--- config.mk ---
export PLATFORM = sky130hd
export DESIGN_NAME = axi_lite_read_requester
export DESIGN_NICKNAME = d
export VERILOG_FILES = /design/src/rtl/axi_lite_read_requester_pkg.sv /design/src/rtl/axi_lite_read_requester_watchdog.sv /design/src/rtl/axi_lite_read_requester.sv
export SDC_FILE = /design/constraint.sdc
export NUM_CORES = 1
export LEC_CHECK = 0
export BUFFER_PORTS_ARGS = -buffer_cell sky130_fd_sc_hd__clkbuf_2
export CAP_MARGIN = 15
export CORE_ASPECT_RATIO = 0.9
export CORE_MARGIN = 2
export CORE_UTILIZATION = 51
export CTS_CLUSTER_DIAMETER = 50
export DETAILED_ROUTE_END_ITERATION = 10
export PLACE_DENSITY = 0.95
export SETUP_SLACK_MARGIN = 0.5
export SLEW_MARGIN = 20
export SYNTH_ARGS = -nofsm -noshare
export SYNTH_HDL_FRONTEND = slang
export SYNTH_SLANG_ARGS = --single-unit
--- constraint.sdc ---
create_clock -name aclk -period 6.3 [get_ports aclk]
set_clock_uncertainty 0.1 [all_clocks]
set_input_delay 0.63 -clock aclk [delete_from_list [all_inputs] [get_ports aclk]]
set_output_delay 0.63 -clock aclk [all_outputs]
set_load 0.05 [all_outputs]
--- src/rtl/axi_lite_read_requester_pkg.sv ---
// Shared constants for the AXI-Lite read requester: response codes and FSM encoding.
// Imported by the requester top and its watchdog.
package axi_lite_read_requester_pkg;

   localparam logic [1:0] RESP_OKAY   = 2'b00;
   localparam logic [1:0] RESP_EXOKAY = 2'b01;
   localparam logic [1:0] RESP_SLVERR = 2'b10;
   localparam logic [1:0] RESP_DECERR = 2'b11;

   localparam logic [1:0] ST_IDLE = 2'd0;
   localparam logic [1:0] ST_ADDR = 2'd1;
   localparam logic [1:0] ST_DATA = 2'd2;
   localparam logic [1:0] ST_RESP = 2'd3;

   // Anything other than OKAY is logged as a failed read.
   function automatic logic resp_is_error(input logic [1:0] resp);
      return resp != RESP_OKAY;
   endfunction

endpackage

--- src/rtl/axi_lite_read_requester_watchdog.sv ---
// Transaction watchdog: counts busy cycles and flags the last allowed cycle.
// A TIMEOUT_CYCLES of zero disables expiry entirely.
module axi_lite_watchdog #(
   parameter int TIMEOUT_CYCLES = 1024
) (
   input  logic i_clk,
   input  logic i_reset,
   input  logic i_clear,
   input  logic i_enable,
   output logic o_expire
);

   localparam int         CNT_W   = (TIMEOUT_CYCLES > 1) ? $clog2(TIMEOUT_CYCLES) : 1;
   localparam bit         ENABLED = (TIMEOUT_CYCLES > 0);
   localparam logic [CNT_W-1:0] LAST = CNT_W'(TIMEOUT_CYCLES - 1);

   logic [CNT_W-1:0] r_count;
   logic             w_at_last;

   assign w_at_last = (r_count == LAST);

   // Count parks at the last value so the compare stays true if a late
   // address handshake carries the transaction into the data phase.
   always_ff @(posedge i_clk) begin
      if (i_reset) begin
         r_count <= '0;
      end else if (i_clear) begin
         r_count <= '0;
      end else if (i_enable && !w_at_last) begin
         r_count <= r_count + CNT_W'(1);
      end
   end

   assign o_expire = ENABLED && i_enable && w_at_last;

endmodule

--- src/rtl/axi_lite_read_requester.sv ---
// Single-outstanding AXI-Lite read master: client command in, AR/R out to the
// register-file slave, data plus status back to the client, with watchdog abort.
//
// state | meaning
// IDLE  | waiting for a client command, cmd_ready high
// ADDR  | AR valid driven, waiting for read_address_ready
// DATA  | R ready driven, waiting for read_data_valid
// RESP  | response held for the client until rsp_ready
module axi_lite_read_requester
   import axi_lite_read_requester_pkg::*;
#(
   parameter int ADDRESS_SIZE   = 32,
   parameter int DATA_SIZE      = 32,
   parameter int TIMEOUT_CYCLES = 1024,
   parameter int ERR_CNT_SIZE   = 16
) (
   input  logic                    aclk,
   input  logic                    areset,
   input  logic [ADDRESS_SIZE-1:0] cmd_address,
   input  logic                    cmd_valid,
   output logic                    cmd_ready,
   output logic [DATA_SIZE-1:0]    rsp_data,
   output logic [1:0]              rsp_response,
   output logic                    rsp_timeout,
   output logic                    rsp_valid,
   input  logic                    rsp_ready,
   output logic [ADDRESS_SIZE-1:0] read_address,
   output logic                    read_address_valid,
   input  logic                    read_address_ready,
   input  logic [DATA_SIZE-1:0]    read_data,
   input  logic                    read_data_valid,
   output logic                    read_data_ready,
   input  logic [1:0]              read_data_response,
   output logic [ERR_CNT_SIZE-1:0] error_count
);

   logic [1:0]              r_state;
   logic                    r_cmd_ready;
   logic [ADDRESS_SIZE-1:0] r_read_address;
   logic                    r_arvalid;
   logic                    r_rready;
   logic [DATA_SIZE-1:0]    r_rsp_data;
   logic [1:0]              r_rsp_response;
   logic                    r_rsp_timeout;
   logic                    r_rsp_valid;
   logic [ERR_CNT_SIZE-1:0] r_err_cnt;

   logic w_cmd_hs;
   logic w_ar_hs;
   logic w_r_hs;
   logic w_rsp_hs;
   logic w_wd_clear;
   logic w_wd_enable;
   logic w_wd_expire;
   logic w_abort;
   logic w_err_event;

   assign w_cmd_hs = (r_state == ST_IDLE) && cmd_valid && r_cmd_ready;
   assign w_ar_hs  = (r_state == ST_ADDR) && r_arvalid && read_address_ready;
   assign w_r_hs   = (r_state == ST_DATA) && r_rready && read_data_valid;
   assign w_rsp_hs = (r_state == ST_RESP) && r_rsp_valid && rsp_ready;

   assign w_wd_clear  = (r_state == ST_IDLE);
   assign w_wd_enable = (r_state == ST_ADDR) || (r_state == ST_DATA);

   axi_lite_watchdog #(
      .TIMEOUT_CYCLES (TIMEOUT_CYCLES)
   ) u_watchdog (
      .i_clk    (aclk),
      .i_reset  (areset),
      .i_clear  (w_wd_clear),
      .i_enable (w_wd_enable),
      .o_expire (w_wd_expire)
   );

   // A handshake in the expiry cycle takes priority over the abort.
   assign w_abort = w_wd_expire &&
                    (((r_state == ST_ADDR) && !w_ar_hs) ||
                     ((r_state == ST_DATA) && !w_r_hs));

   assign w_err_event = w_abort || (w_r_hs && resp_is_error(read_data_response));

   always_ff @(posedge aclk) begin
      if (areset) begin
         r_state        <= ST_IDLE;
         r_cmd_ready    <= 1'b1;
         r_read_address <= '0;
         r_arvalid      <= 1'b0;
         r_rready       <= 1'b0;
         r_rsp_data     <= '0;
         r_rsp_response <= RESP_OKAY;
         r_rsp_timeout  <= 1'b0;
         r_rsp_valid    <= 1'b0;
      end else begin
         case (r_state)
            ST_IDLE: begin
               if (w_cmd_hs) begin
                  r_read_address <= cmd_address;
                  r_cmd_ready    <= 1'b0;
                  r_arvalid      <= 1'b1;
                  r_state        <= ST_ADDR;
               end
            end
            ST_ADDR: begin
               if (w_ar_hs) begin
                  r_arvalid <= 1'b0;
                  r_rready  <= 1'b1;
                  r_state   <= ST_DATA;
               end else if (w_abort) begin
                  r_arvalid      <= 1'b0;
                  r_rsp_data     <= '0;
                  r_rsp_response <= RESP_DECERR;
                  r_rsp_timeout  <= 1'b1;
                  r_rsp_valid    <= 1'b1;
                  r_state        <= ST_RESP;
               end
            end
            ST_DATA: begin
               if (w_r_hs) begin
                  r_rsp_data     <= read_data;
                  r_rsp_response <= read_data_response;
                  r_rsp_timeout  <= 1'b0;
                  r_rready       <= 1'b0;
                  r_rsp_valid    <= 1'b1;
                  r_state        <= ST_RESP;
               end else if (w_abort) begin
                  r_rready       <= 1'b0;
                  r_rsp_data     <= '0;
                  r_rsp_response <= RESP_DECERR;
                  r_rsp_timeout  <= 1'b1;
                  r_rsp_valid    <= 1'b1;
                  r_state        <= ST_RESP;
               end
            end
            default: begin
               if (w_rsp_hs) begin
                  r_rsp_valid <= 1'b0;
                  r_cmd_ready <= 1'b1;
                  r_state     <= ST_IDLE;
               end
            end
         endcase
      end
   end

   always_ff @(posedge aclk) begin
      if (areset) begin
         r_err_cnt <= '0;
      end else if (w_err_event && (r_err_cnt != '1)) begin
         r_err_cnt <= r_err_cnt + ERR_CNT_SIZE'(1);
      end
   end

   assign cmd_ready          = r_cmd_ready;
   assign read_address       = r_read_address;
   assign read_address_valid = r_arvalid;
   assign read_data_ready    = r_rready;
   assign rsp_data           = r_rsp_data;
   assign rsp_response       = r_rsp_response;
   assign rsp_timeout        = r_rsp_timeout;
   assign rsp_valid          = r_rsp_valid;
   assign error_count        = r_err_cnt;

endmodule
==> flow_metrics.py <==
metrics = {
    "synthesis": {
        "ys_seq_area_frac": 0.514,
        "ys_warn_count": 0,
        "syn_area_um2": 3860,
        "avgSynthCellArea_um2": 9.04,
        "async_reset_ff_frac": 0,
        "syn-instance-count": 427,
        "ys_seq_elements": 99,
        "synth_nets": 507,
        "yosysUniqueCellTypes": 42,
        "synth_area_leaders": "dfxtp_1 (51%), nand2_1 (7.5%), a22o_1 (7.3%)",
        "synth_top_area_frac": 0.514,
        "synth_flop_cell": "dfxtp_1",
        "synth_enable_flop_cells": 0,
        "yosysTopAreaCell": "dfxtp_1",
    },
    "sta": {
        "hold_ws_ns": 0.358,
        "fin_crit_sh": 0.472,
        "finalSetupViolCount": 0,
        "max-slew-margin-rel": 0.308,
        "period_needed_ns": 2.97,
        "fmax_mhz": 336,
        "rsz0062_at_grt": "false",
        "hold_violations": 0,
        "fin_setup_tns_ns": 0,
        "worst_pin_slew_ns": 1.04,
        "drv_slew": 0,
    },
    "clock_network": {
        "clockRootBuffer": "clkbuf_8",
        "postCtsHoldBufs": 0,
        "cts_made_buffers": 9,
        "cts-resized-gates": 0,
        "cts.reportedPaths.clkPinSlew_ns": 0.11,
        "tritoncts": "yes",
        "cts_max_path_buffers": 2,
        "post_cts_buffers": 0,
        "cts_sinks": 99,
        "htreeDepth": 3,
        "worstSkewPairLatency_ns": 0.35,
    },
    "power": {
        "seqPwrFrac": 0.474,
        "ir_worst_vdd_v": 0.000132,
        "p_sw_w": 0.000537,
        "intPower_w": 0.000921,
        "swShare": 0.368,
        "power_density_nw_per_um2": 297,
        "p_leak_nw": 2.16,
        "combPwrFrac": 0.252,
        "power_frac_clock": 0.274,
    },
    "worst_setup_path": {
        "cp_data_arrival_time_ns": 3.16,
        "critPathLaunchType": "flip-flop",
        "r2r_setup_slack_ns": 3.33,
        "worstSetupEndpointType": "flip-flop",
        "critical_path_class": "reg -> reg",
        "critPathMaxFanout": 20,
        "critPathRequiredTime_ns": 6.49,
    },
    "global_routing": {
        "grt_max_degree": 62,
        "antenna_found_initial": 0,
        "grt_pass1_vias": 3405,
        "grt_pass1_wl_um": 15100,
        "grt_overflow_total": 0,
        "grt_usage": 0.228,
    },
    "placed_design": {
        "gp_congestion": 0.883,
        "io_buffers": 158,
        "detailed_place_hpwl_um": 7150,
        "dpl.cell_count": 660,
    },
    "cells_and_area": {
        "syn_to_final_growth_pct": 27.4,
        "fin_cells": 676,
        "post-route-util": 0.661,
        "num_antenna_cells": 0,
        "nets": 655,
        "drive_above_1_share": 0.321,
        "n_fill_cell": 612,
    },
    "detailed_routing": {
        "vias": 3670,
        "wirelength_um": 9670,
        "dr.pass1.iters": 5,
        "drc_errors": 0,
        "wl_per_cell_um": 14.3,
        "ant_nets": 0,
        "drt_iter0_drc": 118,
        "viasPerCell": 5.43,
    },
    "floorplanning": {
        "start_util": 0.519,
        "num_io_pins": 159,
        "rows": 30,
        "die_area_um2": 8280,
        "dieWidth_um": 95.7,
        "core_area_um2": 7430,
        "die_y_um": 86.5,
    },
    "outcome": {
        "status": "finished clean",
    },
    "hold_path": {
        "hold_class": "reg -> reg",
    },
    "flow_run": {
        "cap_violations": 0,
    },
}
## worst max-delay path: stages (launching register included)
cell and delay (ns):
dfxtp_1 0.40, inv_1 0.16, ha_1 0.28, a21bo_2 0.27
a2111oi_4 0.54, o32ai_2 0.26, buf_4 0.26, or4_1 0.51
a21oi_1 0.14
## cell usage after synthesis, types with 2 or more instances
cell type,count
a211oi_1,2
a21bo_2,2
a21oi_1,51
a22o_1,32
and2_1,2
and3_1,5
buf_2,2
clkbuf_1,20
dfxtp_1,99
ha_1,8
inv_1,6
mux2i_1,4
nand2_1,77
nand3_1,12
nand4_1,6
nor2_1,30
nor3_1,6
o211ai_1,2
o21ai_0,10
o31ai_1,8
or2_2,2
or3_1,7
or4_1,7
xnor2_1,3
xor2_1,7
## sequential cells by signal (all words and copies together) (netlist names), 2 cells and up
register / flops
error_count: 16
rsp_data: 32
read_address: 32
u_watchdog.r_count: 10
rsp_response: 2
r_state: 2
## path summary, 6_finish.rpt
| kind | start | endpoint | cells after the start |
|---|---|---|---|
| setup reg to reg | r_state[0] | error_count[7] | 8 |
| setup / recovery | r_state[0] | error_count[7] | 8 |
| hold / removal | read_address[12] | read_address[12] | 2 |
| hold reg to reg | read_address[12] | read_address[12] | 2 |
## cell type report
cell class                 instances  area [um^2]  share of cell area
clock buffer                       9          124              0.0252
clock inverter                     7         76.3              0.0155
inverter                           6         22.5             0.00458
multi-input combinational        299         1790               0.363
sequential                        99         1980               0.403
tap                               96          120              0.0244
timing repair buffer             160          806               0.164
## cell usage in the layout (no fill, tap or decap), drive strengths merged, types with 3 or more instances in the layout
cell	instances
clkbuf	167
dfxtp	99
nand2	77
a21oi	51
a22o	32
nor2	30
nand3	12
o21ai	10
inv	10
o31ai	8
ha	8
xor2	7
or3	7
or4	7
nand4	7
nor3	6
and3	5
mux2i	4
xnor2	3
clkinv	3
## routing by layer
metal,GRT usage,wire length [um],part of all wire
met5,0,0,0
met4,0.0766,165,0.017
met3,0.0635,857,0.089
met2,0.411,4830,0.50
met1,0.258,3810,0.39
## power groups by stage
| stage | Combinational (W) | Clock, W | Sequential, W |
|---|---|---|---|
| after floorplan | 0.000157 | 0 | 0.000819 |
| after global placement | 0.000354 | 0 | 0.000703 |
| after detailed placement | 0.000366 | 0 | 0.000706 |
| after CTS | 0.000367 | 0.000406 | 0.000691 |
| after global routing | 0.000396 | 0.000433 | 0.000698 |
| final | 0.000367 | 0.000400 | 0.000692 |
## through the flow
step | cell area, um^2 | setup WS [ns] | total power (W)
global route | 4920 | 3.15 | 0.00153
CTS | 4910 | 3.36 | 0.00146
finish | 4920 | 3.33 | 0.00146
global placement | 4700 | 3.53 | 0.00106
detailed placement | 4710 | 3.37 | 0.00107
floorplan | 3860 | 3.74 | 0.000975
## cells by family (layout without fill, tap and decap cells)
| group | count (synthesis) | after routing | synth area share |
|---|---|---|---|
| simple gates | 158 | 158 | 0.186 |
| mux | 4 | 4 | 0.0104 |
| flops | 99 | 99 | 0.514 |
| xor+xnor | 10 | 10 | 0.0227 |
| compound gates | 119 | 119 | 0.213 |
| fa+ha+maj | 8 | 8 | 0.0259 |
| buf+inv | 29 | 182 | 0.0289 |
(Power assumes the default switching activity.)
